### src/rtl/keypad_scanner.sv
`default_nettype none
// ============================================================================
// Module   : keypad_scanner
// Purpose  : 4x3 matrix keypad scan, frame debounce and one-shot key events.
// Revision : 1.0
// ============================================================================
module keypad_scanner #(
  parameter int SCAN_DIV = 4,
  parameter int DEBOUNCE = 3
) (
  input  logic       clk,
  input  logic       reset,
  input  logic [2:0] col_in,
  output logic [3:0] row_out,
  output logic [3:0] key,
  output logic       shift,
  output logic       alarm_btn,
  output logic       time_btn
);

  localparam int c_DIV_W = (SCAN_DIV > 1) ? $clog2(SCAN_DIV) : 1;
  localparam int c_CNT_W = (DEBOUNCE > 1) ? $clog2(DEBOUNCE + 1) : 1;
  localparam logic [c_DIV_W-1:0] c_DIV_LAST = c_DIV_W'(SCAN_DIV - 1);
  localparam logic [c_CNT_W-1:0] c_CNT_MAX  = c_CNT_W'(DEBOUNCE);
  localparam logic [c_CNT_W-1:0] c_CNT_ONE  = c_CNT_W'(1);

  localparam logic [3:0] c_STAR = 4'hA;
  localparam logic [3:0] c_HASH = 4'hB;
  localparam logic [3:0] c_NONE = 4'hF;

  localparam logic [1:0] c_IDLE     = 2'd0;
  localparam logic [1:0] c_DEBOUNCE = 2'd1;
  localparam logic [1:0] c_HELD     = 2'd2;
  localparam logic [1:0] c_RELEASE  = 2'd3;

  logic [c_DIV_W-1:0] r_div;
  logic [1:0]         r_row;
  logic [1:0]         r_hits;
  logic [3:0]         r_fcode;
  logic [1:0]         r_state;
  logic [c_CNT_W-1:0] r_cnt;
  logic [3:0]         r_code;

  logic               w_sample;
  logic               w_frame_end;
  logic [1:0]         w_row_hits;
  logic [1:0]         w_col;
  logic [3:0]         w_row_code;
  logic [2:0]         w_tot;
  logic [3:0]         w_result;
  logic [c_CNT_W-1:0] w_cnt_inc;
  logic [1:0]         w_state_nxt;
  logic [c_CNT_W-1:0] w_cnt_nxt;
  logic [3:0]         w_code_nxt;
  logic               w_fire;
  logic               w_shift_nxt;
  logic               w_alarm_nxt;
  logic               w_time_nxt;

  assign w_sample    = (r_div == c_DIV_LAST);
  assign w_frame_end = w_sample && (r_row == 2'd3);
  assign row_out     = 4'b0001 << r_row;

  always_ff @(posedge clk) begin
    if (reset) begin
      r_div <= '0;
      r_row <= 2'd0;
    end else if (w_sample) begin
      r_div <= '0;
      r_row <= r_row + 2'd1;
    end else begin
      r_div <= r_div + c_DIV_W'(1);
    end
  end

  // Key code of the current row; only meaningful when exactly one column is set.
  always_comb begin
    w_row_hits = {1'b0, col_in[0]} + {1'b0, col_in[1]} + {1'b0, col_in[2]};
    w_col      = col_in[0] ? 2'd0 : (col_in[1] ? 2'd1 : 2'd2);
    if (r_row == 2'd3) begin
      w_row_code = (w_col == 2'd0) ? c_STAR : ((w_col == 2'd1) ? 4'd0 : c_HASH);
    end else begin
      w_row_code = {2'b00, r_row} * 4'd3 + {2'b00, w_col} + 4'd1;
    end
    w_tot    = {1'b0, r_hits} + {1'b0, w_row_hits};
    w_result = c_NONE;
    if (w_tot == 3'd1) begin
      w_result = (r_hits == 2'd1) ? r_fcode : w_row_code;
    end
  end

  // Hit count saturates at 2: any frame with two or more keys is rejected.
  always_ff @(posedge clk) begin
    if (reset || w_frame_end) begin
      r_hits  <= 2'd0;
      r_fcode <= c_NONE;
    end else if (w_sample) begin
      r_hits  <= (w_tot > 3'd2) ? 2'd2 : w_tot[1:0];
      r_fcode <= w_result;
    end
  end

  always_ff @(posedge clk) begin
    if (reset) begin
      r_state   <= c_IDLE;
      r_cnt     <= '0;
      r_code    <= c_NONE;
      key       <= 4'd0;
      shift     <= 1'b0;
      alarm_btn <= 1'b0;
      time_btn  <= 1'b0;
    end else begin
      r_state   <= w_state_nxt;
      r_cnt     <= w_cnt_nxt;
      r_code    <= w_code_nxt;
      shift     <= w_shift_nxt;
      alarm_btn <= w_alarm_nxt;
      time_btn  <= w_time_nxt;
      if (w_shift_nxt) begin
        key <= w_code_nxt;
      end
    end
  end

  assign w_cnt_inc = r_cnt + c_CNT_ONE;

  always_comb begin
    w_state_nxt = r_state;
    w_cnt_nxt   = r_cnt;
    w_code_nxt  = r_code;
    w_fire      = 1'b0;
    if (w_frame_end) begin
      case (r_state)
        c_IDLE: begin
          if (w_result != c_NONE) begin
            w_code_nxt = w_result;
            w_cnt_nxt  = c_CNT_ONE;
            if (DEBOUNCE == 1) begin
              w_fire      = 1'b1;
              w_state_nxt = c_HELD;
            end else begin
              w_state_nxt = c_DEBOUNCE;
            end
          end
        end
        c_DEBOUNCE: begin
          if (w_result == r_code) begin
            w_cnt_nxt = w_cnt_inc;
            if (w_cnt_inc == c_CNT_MAX) begin
              w_fire      = 1'b1;
              w_state_nxt = c_HELD;
            end
          end else begin
            w_state_nxt = c_IDLE;
          end
        end
        c_HELD: begin
          if (w_result != r_code) begin
            w_cnt_nxt   = c_CNT_ONE;
            w_state_nxt = (DEBOUNCE == 1 && w_result == c_NONE) ? c_IDLE : c_RELEASE;
          end
        end
        default: begin
          if (w_result == c_NONE) begin
            w_cnt_nxt = w_cnt_inc;
            if (DEBOUNCE == 1 || w_cnt_inc == c_CNT_MAX) begin
              w_state_nxt = c_IDLE;
            end
          end else begin
            w_cnt_nxt = c_CNT_ONE;
          end
        end
      endcase
    end
  end

  always_comb begin
    w_shift_nxt = w_fire && (w_code_nxt <= 4'd9);
    w_alarm_nxt = w_fire && (w_code_nxt == c_STAR);
    w_time_nxt  = w_fire && (w_code_nxt == c_HASH);
  end

endmodule
`default_nettype wire
### config.mk
export PLATFORM = sky130hd
export DESIGN_NAME = keypad_scanner
export DESIGN_NICKNAME = d
export VERILOG_FILES = /design/src/rtl/keypad_scanner.sv
export SDC_FILE = /design/constraint.sdc
export NUM_CORES = 1
export LEC_CHECK = 0
export BUFFER_PORTS_ARGS = -buffer_cell sky130_fd_sc_hd__buf_2
export CAP_MARGIN = 20
export CORE_ASPECT_RATIO = 1.2
export CORE_MARGIN = 3
export CORE_UTILIZATION = 41
export DETAILED_ROUTE_END_ITERATION = 16
export GPL_TIMING_DRIVEN = 0
export PLACE_DENSITY = 0.63
export SLEW_MARGIN = 20
export SYNTH_ARGS = -nofsm -noshare
export SYNTH_HDL_FRONTEND = slang
export SYNTH_SLANG_ARGS = --single-unit
### constraint.sdc
create_clock -name clk -period 9 [get_ports clk]
set_input_delay 0.45 -clock clk [delete_from_list [all_inputs] [get_ports clk]]
set_output_delay 0.45 -clock clk [all_outputs]
set_load 0.02 [all_outputs]
==> impl_metrics.tcl, run 1 <==
set metrics [dict create \
    synth_top_family_by_area "compound AO/OA/AOI/OAI gates" \
    cts_bufs_inserted 3 \
    ff2ff_setup_slack_ns 5.27 \
    grt_pass1_vias 1362 \
    ctsLongestPathBuffers 2 \
    placement.io_buffers 14 \
    dpl_cell_area_mm2 0.00186 \
    io_pins 16 \
    outcome "finished clean" \
    clkTransAtPathRegs_ns 0.09 \
    htree_num_levels 1 \
    place_inst 264 \
    timing.critical_path.slowest_cell_delay_ns 0.49 \
    layoutNonFillerInstCount 268 \
    worstSetupStartpointType "flop" \
    reg2reg_depth 11 \
    grt_antenna_before_repair 0 \
    clock-skew-final_ns 0.00910 \
    post_synth_instance_area_mm2 0.00172 \
    hold_path_class "flop to flop" \
    die_height_um 76.9 \
    drtIter0Drc 48 \
    simple_gate_share_of_the_synthesized_area_pct 21.7 \
    post_synth_xor_area_fraction_pct 1.02 \
    setup_repair_after_global_routing_missed_its_margin "false" \
    cts.sink_count 25 \
    route.detailed.drc 0 \
    synth_flop_cell "sky130_fd_sc_hd__dfxtp_1" \
    core.rowCount 25 \
    ir_drop_mv 0.0711 \
    die_area_mm2 0.00501 \
    critical-path-slowest-cell "sky130_fd_sc_hd__dfxtp_1" \
    overall_global_routing_usage_pct 15.2 \
    post-cts-setup-buffers 0 \
    synth_mux_area_share_pct 3.57 \
    syn_to_final_growth_pct 10.7 \
    grt_first_pass_wirelength_mm 6.22 \
    cts_tree "done" \
    setup.worst_path.class "flop to flop" \
    routed_via_count 1480 \
    post_synth_inst_count 196 \
    power_dens_cells_mw_per_mm2 125 \
    postCtsResizedCells 0 \
    final_min_period_over_clock_period_pct 41.4 \
    postSynthAreaPerCell_um2 8.77 \
    finalHoldViolCount 0 \
    ys_warn_count 0 \
    1st_pass_router_iterations 4 \
    final_max_slew_viol_count 0 \
    floorplan_die_width_um 65.1 \
    synth-async-reset-ratio_pct 0 \
    postRouteWirelength_mm 3.54 \
    worst_ep_required_time_ns 9.20 \
    final_design_area_no_fill_mm2 0.00190 \
    design.core.area_mm2 0.00400 \
    post_synth_fa_ha_maj_area_fraction_pct 14.1 \
    max-slew-margin-rel_pct 56.5 \
    detailedPlace.worstSlack_ns 5.14 \
    max_freq_mhz 268 \
    clock-root-buffer "sky130_fd_sc_hd__clkbuf_8" \
    grt-ovfl-total 0 \
    whs_ns 0.428 \
    hold-path-cell-count 1 \
    yosysSeqAreaShare_pct 29.1 \
    wl_per_cell_um 13.2 \
    grt_max_degree 15 \
    initial_core_util_pct 42.9 \
    post_route_setup_tns_ns 0 \
    timing.critical_path.mode_cell "sky130_fd_sc_hd__fa_1" \
    synth_cell_type_count 53 \
    routabilityCongestion 0.851 \
    maxCapViolations 0 \
    syn-num-nets 218 \
    route.detailed.vias_per_inst 5.52 \
    synth-seq-cells 25 \
    setup_viol_count_final 0 \
    p_leak_uw 0.000784 \
    period_minus_slack_ns 3.73 \
    crit_path_max_fanout 8 \
    synth-edff-count 0 \
    final_antenna_net_count 0 \
    detailed_place_hpwl_mm 2.74 \
    net_count_reported_at_finish 237 \
    worstSetupEndpointType "flop" \
    critical_path_arrival_ns 3.93 \
    proportion_of_layout_cells_with_a_drive_suffix_above_1_pct 15.9 \
    diodes 0 \
    timing_worst_slew_pin_value_ns 0.648 \
    cp_cell_sequence "fa_1 -> ha_1 -> fa_1 -> or3b_1 -> buf_2 -> or3_1 -> a211oi_2 -> a311oi_2 -> a21o_1 -> or3_4 -> nor3_2" \
    ctsHoldBuffers 0 \
    timing.final.ws_setup_ns 5.27 \
    share_of_the_synthesized_area_in_compound_gates_ao_oa_aoi_oai_pct 26.0 \
    worst_skew_pair.late_latency_ns 0.26 \
]
layer usage:
| metal | wire length, um | share of wire [%] | track usage (%) | vias to the layer above |
|---|---|---|---|---|
| met4 | 36 | 1.0 | 5.19 | 0 |
| met1 | 1760 | 50 | 21.4 | 700 |
| li1 | - | - | - | 755 |
| met5 | 0 | 0 | 0 | - |
| met3 | 86 | 2.4 | 1.61 | 4 |
| met2 | 1660 | 47 | 24.0 | 21 |
per-stage QoR:
step	power [uW]	utilization (%)
5_1_grt	255	47.5
3_5_place_dp	175	46.4
4_1_cts	240	47.5
3_3_place_gp	175	46.4
2_1_floorplan	162	-
6_report	238	47.5
Yosys cell counts, types with 3 or more instances:
cell type | n | area, um2
sky130_fd_sc_hd__ha_1 | 13 | 163
sky130_fd_sc_hd__or2_2 | 3 | 18.8
sky130_fd_sc_hd__mux2i_1 | 5 | 50.1
sky130_fd_sc_hd__a21oi_1 | 13 | 65.1
sky130_fd_sc_hd__inv_1 | 12 | 45.0
sky130_fd_sc_hd__and2_1 | 3 | 18.8
sky130_fd_sc_hd__a21o_1 | 5 | 37.5
sky130_fd_sc_hd__nor3b_1 | 5 | 37.5
sky130_fd_sc_hd__nand3_1 | 6 | 30.0
sky130_fd_sc_hd__nand2b_1 | 6 | 37.5
sky130_fd_sc_hd__and3_1 | 3 | 18.8
sky130_fd_sc_hd__fa_1 | 4 | 80.1
sky130_fd_sc_hd__a31oi_1 | 6 | 37.5
sky130_fd_sc_hd__o22ai_1 | 4 | 25.0
sky130_fd_sc_hd__o21ai_0 | 3 | 15.0
sky130_fd_sc_hd__dfxtp_1 | 25 | 500
sky130_fd_sc_hd__nand2_1 | 13 | 48.8
sky130_fd_sc_hd__nand3b_1 | 4 | 30.0
sky130_fd_sc_hd__clkbuf_1 | 4 | 15.0
sky130_fd_sc_hd__nor2_1 | 15 | 56.3
state kept, by name, summed over array words and instances, names as in the netlist:
| name | cells |
|---|---|
| r_div | 2 |
| r_row | 2 |
| r_fcode | 4 |
| key | 4 |
| r_cnt | 2 |
| r_hits | 2 |
| r_code | 4 |
| time_btn | 1 |
| shift | 1 |
| r_state | 2 |
| alarm_btn | 1 |
layout make-up:
class / count / area, um2
Fill cell: 411 / 2100
Multi-Input combinational cell: 151 / 1140
Sequential cell: 25 / 500
Timing Repair Buffer: 14 / 70.1
Tap cell: 54 / 67.6
Inverter: 13 / 48.8
Clock buffer: 3 / 41.3
Buffer: 7 / 28.8
Clock inverter: 1 / 5.00
cells by family (layout without fill, tap and decap cells):
group | count (synthesis) | after routing
and+or+nand+nor | 68 | 68
buffers and inverters | 20 | 38
xor gates and xnor gates | 2 | 2
DFF | 25 | 25
AOI/OAI and AO/OA | 58 | 58
adders and majority gates | 17 | 17
muxes | 6 | 6
critical path: cells and delay by family, from the launching register on:
kind	cells	cell delay, ns
and+or+nand+nor	4	1.24
adders and majority gates	3	1.15
buffers and inverters	1	0.17
DFF	1	0.49
AOI/OAI and AO/OA	3	0.62
power by group:
group | switching, uW | internal, uW | leakage, uW
logic | 36.3 | 21.4 | 0.000556
clock network | 33.9 | 30.9 | 0.0000255
registers | 2.22 | 113 | 0.000202
path summary, 6_finish.rpt:
kind / from / endpoint
worst max register to register: r_hits[0]$_SDFFE_PP0N_ / shift$_SDFF_PP0_
worst min-delay path: r_div[0]$_SDFF_PP0_ / r_div[0]$_SDFF_PP0_
worst max-delay path: r_hits[0]$_SDFFE_PP0N_ / shift$_SDFF_PP0_
worst min register to register: r_div[0]$_SDFF_PP0_ / r_div[0]$_SDFF_PP0_
layout by cell type, fill, tap and decap left out, types with 3 or more instances in the layout:
cell type / n
sky130_fd_sc_hd__nand2_1: 13
sky130_fd_sc_hd__inv_1: 12
sky130_fd_sc_hd__nor2_1: 15
sky130_fd_sc_hd__ha_1: 13
sky130_fd_sc_hd__nand3_1: 6
sky130_fd_sc_hd__mux2i_1: 5
sky130_fd_sc_hd__clkbuf_1: 4
sky130_fd_sc_hd__a31oi_1: 6
sky130_fd_sc_hd__nand2b_1: 6
sky130_fd_sc_hd__nor3b_1: 5
sky130_fd_sc_hd__o21ai_0: 3
sky130_fd_sc_hd__clkbuf_8: 3
sky130_fd_sc_hd__dfxtp_1: 25
sky130_fd_sc_hd__nand3b_1: 4
sky130_fd_sc_hd__and3_1: 3
sky130_fd_sc_hd__o22ai_1: 4
sky130_fd_sc_hd__or2_2: 3
sky130_fd_sc_hd__a21oi_1: 13
sky130_fd_sc_hd__and2_1: 3
sky130_fd_sc_hd__fa_1: 4
sky130_fd_sc_hd__a21o_1: 5
sky130_fd_sc_hd__buf_2: 16
Note: power is estimated with default switching activity, not from simulation.
==> run 2: changes to the inputs <==
==> constraint.sdc (replaced) <==
create_clock -name clk -period 3.9 [get_ports clk]
set_input_delay 0.195 -clock clk [delete_from_list [all_inputs] [get_ports clk]]
set_output_delay 0.195 -clock clk [all_outputs]
set_load 0.02 [all_outputs]
==> impl_metrics.tcl, run 2 (synthesized netlist as in run 1, its figures left out) <==
set metrics [dict create \
    worst_skew_pair.late_latency_ns 0.27 \
    htree_num_levels 1 \
    grt_pass1_vias 1362 \
    whs_ns 0.428 \
    setup_repair_after_global_routing_missed_its_margin "false" \
    1st_pass_router_iterations 4 \
    grt-ovfl-total 0 \
    post_route_setup_tns_ns 0 \
    reg_top3 "key x4, r_code x4, r_fcode x4" \
    finish.utilization_pct 47.7 \
    clkTransAtPathRegs_ns 0.09 \
    p_leak_uw 0.000787 \
    cts_tree "done" \
    postRouteWirelength_mm 3.58 \
    final_antenna_net_count 0 \
    cts.sink_count 25 \
    cp_cell_sequence "fa_1 -> ha_1 -> fa_1 -> or3b_1 -> buf_2 -> or3_1 -> a211oi_2 -> a311oi_2 -> a2111oi_4 -> a21o_1 -> o2111a_1" \
    finalHoldViolCount 0 \
    place_inst 264 \
    grt_max_degree 15 \
    setup_viol_count_final 0 \
    die_height_um 76.9 \
    grt_first_pass_wirelength_mm 6.22 \
    most_common_cell_after_layout_fill_and_taps_aside "sky130_fd_sc_hd__dfxtp_1" \
    grt_antenna_before_repair 0 \
    die_area_mm2 0.00501 \
    worstSetupEndpointType "flop" \
    ir_drop_mv 0.164 \
    initial_core_util_pct 42.9 \
    hold_path_class "flop to flop" \
    max-slew-margin-rel_pct 55.5 \
    final_max_slew_viol_count 0 \
    outcome "finished clean" \
    detailedPlace.worstSlack_ns 0.176 \
    floorplan_die_width_um 65.1 \
    max_freq_mhz 273 \
    io_pins 16 \
    route.detailed.drc 0 \
    timing_worst_slew_pin_value_ns 0.663 \
    critical-path-slowest-cell "sky130_fd_sc_hd__a2111oi_4" \
    worstSetupStartpointType "flop" \
    core.rowCount 25 \
    worst_ep_required_time_ns 4.11 \
    syn_to_final_growth_pct 11.1 \
    timing.critical_path.slowest_cell_delay_ns 0.51 \
    setup.worst_path.class "flop to flop" \
    net_count_reported_at_finish 237 \
    post-cts-setup-buffers 0 \
    ctsLongestPathBuffers 2 \
    cts_bufs_inserted 3 \
    placement.io_buffers 14 \
    power_dens_cells_mw_per_mm2 289 \
    crit_path_max_fanout 8 \
    clock-root-buffer "sky130_fd_sc_hd__clkbuf_8" \
    layoutNonFillerInstCount 268 \
    timing.final.ws_setup_ns 0.237 \
    final_cell_mix "24 x sky130_fd_sc_hd__dfxtp_1, 16 x sky130_fd_sc_hd__buf_2, 15 x sky130_fd_sc_hd__nor2_1" \
    design.core.area_mm2 0.00400 \
    drtIter0Drc 53 \
    clock-skew-final_ns 0.0105 \
    proportion_of_layout_cells_with_a_drive_suffix_above_1_pct 16.8 \
    critical_path_arrival_ns 3.87 \
    routabilityCongestion 0.851 \
    routed_via_count 1502 \
    route.detailed.vias_per_inst 5.60 \
    timing.critical_path.mode_cell "sky130_fd_sc_hd__fa_1" \
    final_min_period_over_clock_period_pct 93.9 \
    ff2ff_setup_slack_ns 0.24 \
    period_minus_slack_ns 3.66 \
    wl_per_cell_um 13.4 \
    diodes 0 \
    detailed_place_hpwl_mm 2.74 \
    maxCapViolations 0 \
    overall_global_routing_usage_pct 15.2 \
]
## run 2: metrics by stage
stage          power, uW  instance area, um2
2_1_floorplan        373                1720
3_3_place_gp         405                1860
3_5_place_dp         404                1860
4_1_cts              555                1900
5_1_grt              590                1910
6_report             552                1910
## run 2: area by class of cell
type	count	area, um2
repair buffers	14	70.1
well taps	54	67.6
clock inverters	1	5.00
inverters	13	48.8
fillers	417	2090
flip-flops and latches	25	502
multi-input cells	151	1150
plain buffers	7	28.8
clock buffers	3	41.3
## run 2: worst paths after layout
path,cells after the start,to,startpoint
setup / recovery,11,key[1]$_SDFFE_PP0P_,r_hits[0]$_SDFFE_PP0N_
hold / removal,1,r_div[0]$_SDFF_PP0_,r_div[0]$_SDFF_PP0_
setup reg to reg,11,key[1]$_SDFFE_PP0P_,r_hits[0]$_SDFFE_PP0N_
hold reg to reg,1,r_div[0]$_SDFF_PP0_,r_div[0]$_SDFF_PP0_
## run 2: timing repair
action                                  4_1_cts  5_1_grt
endpoints found under the setup margin        0        2
gates resized for setup                       0        3
hold buffers                                  0        0
## run 2: metal layers
| metal | global-route usage (%) | vias up | routed length, um |
|---|---|---|---|
| met5 | 0 | - | 0 |
| met4 | 5.19 | 0 | 24 |
| met3 | 1.61 | 2 | 124 |
| met2 | 24.0 | 32 | 1700 |
| met1 | 21.4 | 712 | 1740 |
| li1 | - | 756 | - |
## run 2: report_power, final
part / internal (uW) / switching, uW
Sequential: 261 / 5.14
Clock: 71.3 / 79.5
Combinational: 50.6 / 85.0
Total: 383 / 170
## run 2: critical path, delay by kind of cell (launching register included)
kind	cells	cell delay, ns
flip-flops	1	0.42
buffers and inverters	1	0.17
AO/OA/AOI/OAI	5	1.19
adder cells (fa/ha/maj)	3	1.12
AND/OR/NAND/NOR	2	0.69
